## src/rtl/cpu_input_scheduler.sv

```systemverilog
// rtl/cpu_input_scheduler.sv - CPU opponent button scheduler driven by an external LFSR
module cpu_input_scheduler #(
    parameter int HOLD_BASE = 6,
    parameter int GAP_BASE  = 8
) (
    input  logic       clk,
    input  logic       rst,
    input  logic       frame_tick,
    input  logic       active,
    input  logic       freeze,
    input  logic [1:0] difficulty,
    input  logic [3:0] lfsr_bits,
    output logic       lfsr_en,
    output logic       btn_left,
    output logic       btn_right,
    output logic       btn_attack,
    output logic       decision_valid,
    output logic [7:0] decision_cnt
);
    localparam logic [7:0] HOLD_LOAD = 8'(HOLD_BASE);
    localparam logic [7:0] GAP_LOAD  = 8'(GAP_BASE);

    typedef enum logic [2:0] {
        S_IDLE,
        S_ROLL,
        S_SAMPLE,
        S_HOLD,
        S_GAP
    } state_t;

    state_t     state;
    logic [7:0] cnt;
    logic       hold_left;
    logic       hold_right;
    logic       attack_live;

    logic       tick;
    logic [7:0] gap_len;
    logic [7:0] hold_len;
    logic       dec_left;
    logic       dec_right;
    logic       dec_attack;

    // A frozen frame does not advance anything, so a coincident tick is dropped here.
    assign tick       = frame_tick & ~freeze;
    assign gap_len    = GAP_LOAD >> difficulty;
    assign hold_len   = HOLD_LOAD + {7'd0, lfsr_bits[3]};
    // Left and right together would cancel out, so that combination means "stand still".
    assign dec_left   = lfsr_bits[1] & ~lfsr_bits[2];
    assign dec_right  = lfsr_bits[2] & ~lfsr_bits[1];
    assign dec_attack = lfsr_bits[0];

    // Decision sequencer: roll the LFSR, sample and decode it, hold the buttons, then back off.
    always_ff @(posedge clk or posedge rst) begin
        if (rst) begin
            state          <= S_IDLE;
            cnt            <= 8'd0;
            hold_left      <= 1'b0;
            hold_right     <= 1'b0;
            attack_live    <= 1'b0;
            lfsr_en        <= 1'b0;
            btn_left       <= 1'b0;
            btn_right      <= 1'b0;
            btn_attack     <= 1'b0;
            decision_valid <= 1'b0;
            decision_cnt   <= 8'd0;
        end else begin
            lfsr_en        <= 1'b0;
            decision_valid <= 1'b0;
            btn_left       <= 1'b0;
            btn_right      <= 1'b0;
            btn_attack     <= 1'b0;

            if (state == S_ROLL) begin
                // The step pulse is already on the output; only the follow-on is cancelled.
                if (active) begin
                    state <= S_SAMPLE;
                end else begin
                    state <= S_IDLE;
                    cnt   <= 8'd0;
                end
            end else if (!active) begin
                state       <= S_IDLE;
                cnt         <= 8'd0;
                hold_left   <= 1'b0;
                hold_right  <= 1'b0;
                attack_live <= 1'b0;
            end else begin
                case (state)
                    S_IDLE: begin
                        if (tick) begin
                            state   <= S_ROLL;
                            lfsr_en <= 1'b1;
                        end
                    end
                    S_SAMPLE: begin
                        hold_left      <= dec_left;
                        hold_right     <= dec_right;
                        attack_live    <= dec_attack;
                        cnt            <= hold_len;
                        decision_cnt   <= decision_cnt + 8'd1;
                        decision_valid <= 1'b1;
                        btn_left       <= dec_left & ~freeze;
                        btn_right      <= dec_right & ~freeze;
                        btn_attack     <= dec_attack & ~freeze;
                        state          <= S_HOLD;
                    end
                    S_HOLD: begin
                        if (tick) begin
                            // The attack is a single-frame press: the first counted frame consumes it.
                            attack_live <= 1'b0;
                            if (cnt == 8'd1) begin
                                if (gap_len == 8'd0) begin
                                    state   <= S_ROLL;
                                    lfsr_en <= 1'b1;
                                    cnt     <= 8'd0;
                                end else begin
                                    state <= S_GAP;
                                    cnt   <= gap_len;
                                end
                            end else begin
                                cnt       <= cnt - 8'd1;
                                btn_left  <= hold_left;
                                btn_right <= hold_right;
                            end
                        end else begin
                            btn_left   <= hold_left & ~freeze;
                            btn_right  <= hold_right & ~freeze;
                            btn_attack <= attack_live & ~freeze;
                        end
                    end
                    S_GAP: begin
                        if (tick) begin
                            if (cnt == 8'd1) begin
                                state   <= S_ROLL;
                                lfsr_en <= 1'b1;
                                cnt     <= 8'd0;
                            end else begin
                                cnt <= cnt - 8'd1;
                            end
                        end
                    end
                    default: begin
                        state <= S_IDLE;
                        cnt   <= 8'd0;
                    end
                endcase
            end
        end
    end
endmodule

```

## config.mk

```make
export PLATFORM = sky130hd
export DESIGN_NAME = cpu_input_scheduler
export DESIGN_NICKNAME = d
export VERILOG_FILES = /design/src/rtl/cpu_input_scheduler.sv
export SDC_FILE = /design/constraint.sdc
export NUM_CORES = 1
export LEC_CHECK = 0
export BUFFER_PORTS_ARGS = -buffer_cell sky130_fd_sc_hd__buf_2
export CAP_MARGIN = 20
export CORE_ASPECT_RATIO = 0.8
export CORE_MARGIN = 4
export CORE_UTILIZATION = 50
export CTS_CLUSTER_DIAMETER = 150
export DETAILED_ROUTE_END_ITERATION = 8
export MAX_ROUTING_LAYER = met4
export PLACE_DENSITY_LB_ADDON = 0.15
export SLEW_MARGIN = 20
export SYNTH_ARGS = -nofsm -noshare
export SYNTH_HDL_FRONTEND = slang
export SYNTH_SLANG_ARGS = --single-unit
```

## constraint.sdc

```tcl
create_clock -name clk -period 2.6 [get_ports clk]
set_input_delay 0.13 -clock clk [delete_from_list [all_inputs] [get_ports clk]]
set_output_delay 0.13 -clock clk [all_outputs]
set_load 0.02 [all_outputs]
```

; ---- After elaboration in Yosys (flattened, before gate mapping)
; Index checks and enable logic that the tools add are counted.
[totals]
regBits = 27
inputBits = 11
wordCells = 103
out_inout_bits = 13
[classes]
mux = 52
eq_ne = 16
n_bitwise = 13
reduce_logical = 7
n_addsub = 3
shift = 1
[ops]
columns = operator, count
row1 = $mux 8, 8
row2 = $pmux 8 s4, 1
row3 = $mux 1, 28
row4 = $mux 3, 8
row5 = $ne 4x4->1 const B, 5
row6 = $pmux 3 s4, 1
row7 = $and 1x1->1, 9
row8 = $add 8x1->8 const B, 1
row9 = $eq 8x1->1 const B, 1
row10 = $logic_not 8->1, 1
row11 = $pmux 1 s2, 4
row12 = $shr 4x2->8 const A, 1
row13 = $sub 8x1->8 const B, 1
row14 = $eq 3x2->1 const B, 2
row15 = $ne 3x3->1 const B, 2
row16 = $reduce_and 3->1, 2
row17 = $reduce_and 5->1, 1
row18 = $add 3x1->4 const A, 1
row19 = $ne 2x2->1 const B, 2
row20 = $not 1->1, 4
row21 = $reduce_and 4->1, 1
row22 = $eq 3x1->1 const B, 1
row23 = $eq 3x3->1 const B, 1
row24 = $logic_not 3->1, 1
row25 = other kinds (5), 5

; ---- Depth between registers and ports, before layout
[logic_depth]
word_depth = 8
mapped_depth = 6
mapped_depth_nobuf = 6

; ---- Worst setup path after synthesis
; OpenSTA, ideal clock, no wires.
[synth_timing]
kind = reg-to-reg
startpoint = register cnt[1]
endpoint = register cnt[0]
path_slack_ps = 746
t_arrival_ps = 1788
synth_period_minus_slack_ps = 1854
path_buffers = 0
setup_ps = 66
stages_incl_launch_ff = 7
cell_sequence = dfrtp_1 > inv_1 > ha_1 > or4b_4 > or4_1 > o211ai_1 > a22o_1
[synth_via]
elab_chain_len = 6
[synth_rtl]
columns = item, line_no
row1 = start: declaration, 32  ; logic [7:0] cnt;
row2 = start signal: assignment, 100  ; cnt <= hold_len;
row3 = start signal: assignment, 119  ; cnt <= gap_len;
row4 = start signal: assignment, 122  ; cnt <= cnt - 8'd1;
row5 = $eq 8x1->1 *, "112, 134"
row6 = "$mux 8, on equally long branches", "134, 112"
row7 = "$mux 8, on equally long branches", "133, 109"
row8 = $pmux 8 s4 *, 89  ; case (state)
row9 = $mux 8 *, 82  ; end else if (!active) begin
row10 = $mux 8 *, 74  ; if (state == S_ROLL) begin
; Mark *: on every way between the ends. The rest lies on a longest branch, timed or not. The select of a mux whose other input is x is not followed.
; A chain may end at the register's enable or synchronous reset.

; ---- Worst setup path after layout
[layout_timing]
startpoint = register state[1]
endpoint = register cnt[6]
[layout_via]
elab_chain_len = 4
[layout_rtl]
columns = item, line_no
row1 = start: declaration, 31  ; state_t state;
row2 = start signal: assignment, 56  ; state <= S_IDLE;
row3 = start signal: assignment, 77  ; state <= S_SAMPLE;
row4 = start signal: assignment, 79  ; state <= S_IDLE;
row5 = $eq 3x3->1 (tied with other cells), 89
row6 = $pmux 8 s4, 89
row7 = $mux 8, 82
row8 = $mux 8, 74
; Parallel ways exist; a longest one is shown, timed or not.

==> flow_summary.ini <==
[floorplan]
core_area_um2 = 2870
io_pins = 24
die_w_um = 70.3
rows = 17
die_area_um2 = 4060
die_h_um = 57.8
start_util_pct = 54.0

[power]
ir_drop_uv = 346
p_comb_share_pct = 26.9
switching_share_pct = 34.3
total_power_mw = 1.05
p_int_uw = 691
clkPwrFrac_pct = 22.4
switching_power_uw = 361
powerDensity_nw_per_um2 = 603
seqPwrFrac_pct = 50.7
p_leak_nw = 0.806

[global_routing]
grt_max_degree = 28
grt_usage_pct = 18.0
grt_overflow = 0
grt_pass1_vias = 1175
antenna_found_initial = 0
grt_pass1_wl_um = 5730

[logic_synthesis]
synthArstFlopShare_pct = 100
yosysTopAreaCell = dfrtp_1
synthAdderAreaFrac_pct = 2.42
ys_ff_latch = 27
synth.area.mux_share_pct = 1.37
yosys-top-cells-area = dfrtp_1 44%, nand2_1 3.6%, xnor2_1 2.8%
syn_inst = 162
syn_nets = 176
synthFlopType = dfrtp_1
synthSimpleGateAreaFrac_pct = 23.6
synth_warnings = 0
synth_area_um2 = 1550
syn_area_per_cell_um2 = 9.58
synth_top_family_by_area = simple AND/OR/NAND/NOR gates
synth_compound_area_share_pct = 20.6
seq_area_frac_synth_pct = 43.5
yosysUniqueCellTypes = 47
synthXorXnorAreaFrac_pct = 3.95
synth_edf_count = 0
synth_top_area_share_pct = 43.5

[clock_network]
cts_hold_buf = 0
cts_root_buffer = clkbuf_8
htree_levels = 1
clock-sinks = 27
clk_pin_slew_ns = 0.09
numCtsBuffers = 3
cts_tree = yes
clk_path_buf_depth = 2
clkLatencyLatePin_ns = 0.27
cts_resized = 0
postCtsSetupBuffers = 0

[finish]
nets = 198
drive_gt1_share_pct = 19.1
layout.cells.non_filler = 221
area_delta_synth_final_pct = 12.4
final_area_um2 = 1740
n_antenna_cell = 0

[sta]
tightest_slew_ns = 0.626
rsz0062_at_grt = no
hold_viol_final = 0
maxSlewHeadroom_pct = 58.1
period_needed_ns = 2.07
clock.fmax_mhz = 482
setup_viol = 0
setup_slack_ns = 0.526
skew_ns = 0.00723
finalMaxSlewViolations = 0
min_period_over_period_pct = 79.8
finalSetupTns_ns = 0

[worst_hold_path]
hp-class = in2reg

[run]
drv_cap = 0

[placed_design]
portBuffers = 23
post-place-ws_ns = 0.580
dp.final_hpwl_um = 2540
gp_congestion = 0.872
dp.cells = 216
placed_area_um2 = 1690

[critical_path]
cp-start-kind = flip-flop
critPathRequiredTime_ns = 2.77
crit_type = reg2reg
crit_fanout = 20
critPathArrivalTime_ns = 2.25
end_kind = flip-flop

[drt]
dr.pass1.iters = 4
routedWlPerCell_um = 15.4
routed_via_density = 5.92
routed_wl_um = 3400
via_count = 1308
first_iter_violations = 97
drc = 0
antenna_left = 0

[status]
outcome = complete, no violations
final timing paths:
path                       slack, ns       startpoint  cells past startpoint              end
setup reg to reg                0.53         state[1]                      4           cnt[6]
hold reg to reg                 0.48  decision_cnt[7]                      1  decision_cnt[7]
setup / recovery                0.53         state[1]                      4           cnt[6]
max in group asynchronous       1.76              rst                      3  decision_cnt[6]
hold / removal                  0.11     lfsr_bits[0]                      2      attack_live
min in group asynchronous       0.46              rst                      3         state[2]
synthesized netlist by cell type (2+ instances only):
master    instances
a221oi_1          2
nor4_1            2
ha_1              3
o21ai_0           7
a22o_1            3
o31ai_1           3
o211ai_1          2
nand3_1           6
xnor2_1           5
inv_1            10
buf_2             2
and3_1            2
nand2_1          15
buf_1             2
a31oi_1           3
xor2_1            2
dfrtp_1          27
and3b_1           2
clkbuf_1          4
a21oi_1           8
or4_1             3
o221ai_1          3
or3_1             4
nand2b_1          3
nor2_1            4
nor3b_1           3
nand4_1           3
and4_1            2
nor3_1            3
a31o_2            2
o21a_1            2
nand3b_1          5
worst max-delay path: stages (launching register included):
cell and delay (ns):
dfrtp_1 0.69, and3b_1 0.31, a2bb2oi_1 0.56, nand2_1 0.17
o221ai_1 0.25
metal layers:
| metal | part of all wire [%] | track usage, % | up-vias |
|---|---|---|---|
| li1 | - | - | 652 |
| met1 | 51 | 26.0 | 620 |
| met2 | 43 | 26.8 | 33 |
| met3 | 5.5 | 4.16 | 3 |
| met4 | 0.29 | 1.64 | 0 |
| met5 | 0 | - | - |
logic make-up (layout without fill, tap and decap cells):
| kind of cell | count (synthesis) | count (layout) |
|---|---|---|
| and+or+nand+nor | 61 | 61 |
| AOI/OAI and AO/OA | 44 | 44 |
| DFF | 27 | 27 |
| buffers and inverters | 18 | 39 |
| xor gates and xnor gates | 7 | 7 |
| adders and majority gates | 3 | 3 |
| muxes | 2 | 2 |
power groups by stage:
stage | Sequential (mW) | Combinational (mW) | Clock, mW
after floorplan | 0.552 | 0.186 | 0
after global placement | 0.537 | 0.279 | 0
after detailed placement | 0.541 | 0.281 | 0
after CTS | 0.532 | 0.283 | 0.242
after global routing | 0.545 | 0.310 | 0.261
final | 0.534 | 0.283 | 0.235
cell type report:
| cell class | count | area (um2) |
|---|---|---|
| Clock buffer | 4 | 45.0 |
| Fill cell | 255 | 1130 |
| Inverter | 10 | 37.5 |
| Multi-Input combinational cell | 117 | 806 |
| Sequential cell | 27 | 676 |
| Tap cell | 38 | 47.5 |
| Timing Repair Buffer | 25 | 133 |
flip-flops by register name, summed over array words and instances, names as in the netlist:
register	cells
btn_left	1
attack_live	1
decision_valid	1
state	3
hold_right	1
decision_cnt	8
btn_attack	1
hold_left	1
btn_right	1
cnt	8
lfsr_en	1
layout by cell type (no fill, tap or decap), drive strengths merged, types with 4 or more instances in the layout:
| cell type | n |
|---|---|
| xnor2 | 5 |
| nand3b | 5 |
| inv | 10 |
| clkbuf | 4 |
| nand2 | 15 |
| dfrtp | 27 |
| nand3 | 6 |
| nor2 | 4 |
| o21ai | 7 |
| buf | 24 |
| or3 | 4 |
| a21oi | 8 |
stage by stage:
step / utilization [%] / hold WS [ns]
floorplan: - / 0.183
detailed placement: 58.8 / 0.385
CTS: 60.4 / 0.102
finish: 60.7 / 0.106
global placement: 58.8 / 0.377
global route: 60.7 / 0.126
Note: power is estimated with default switching activity, not from simulation.
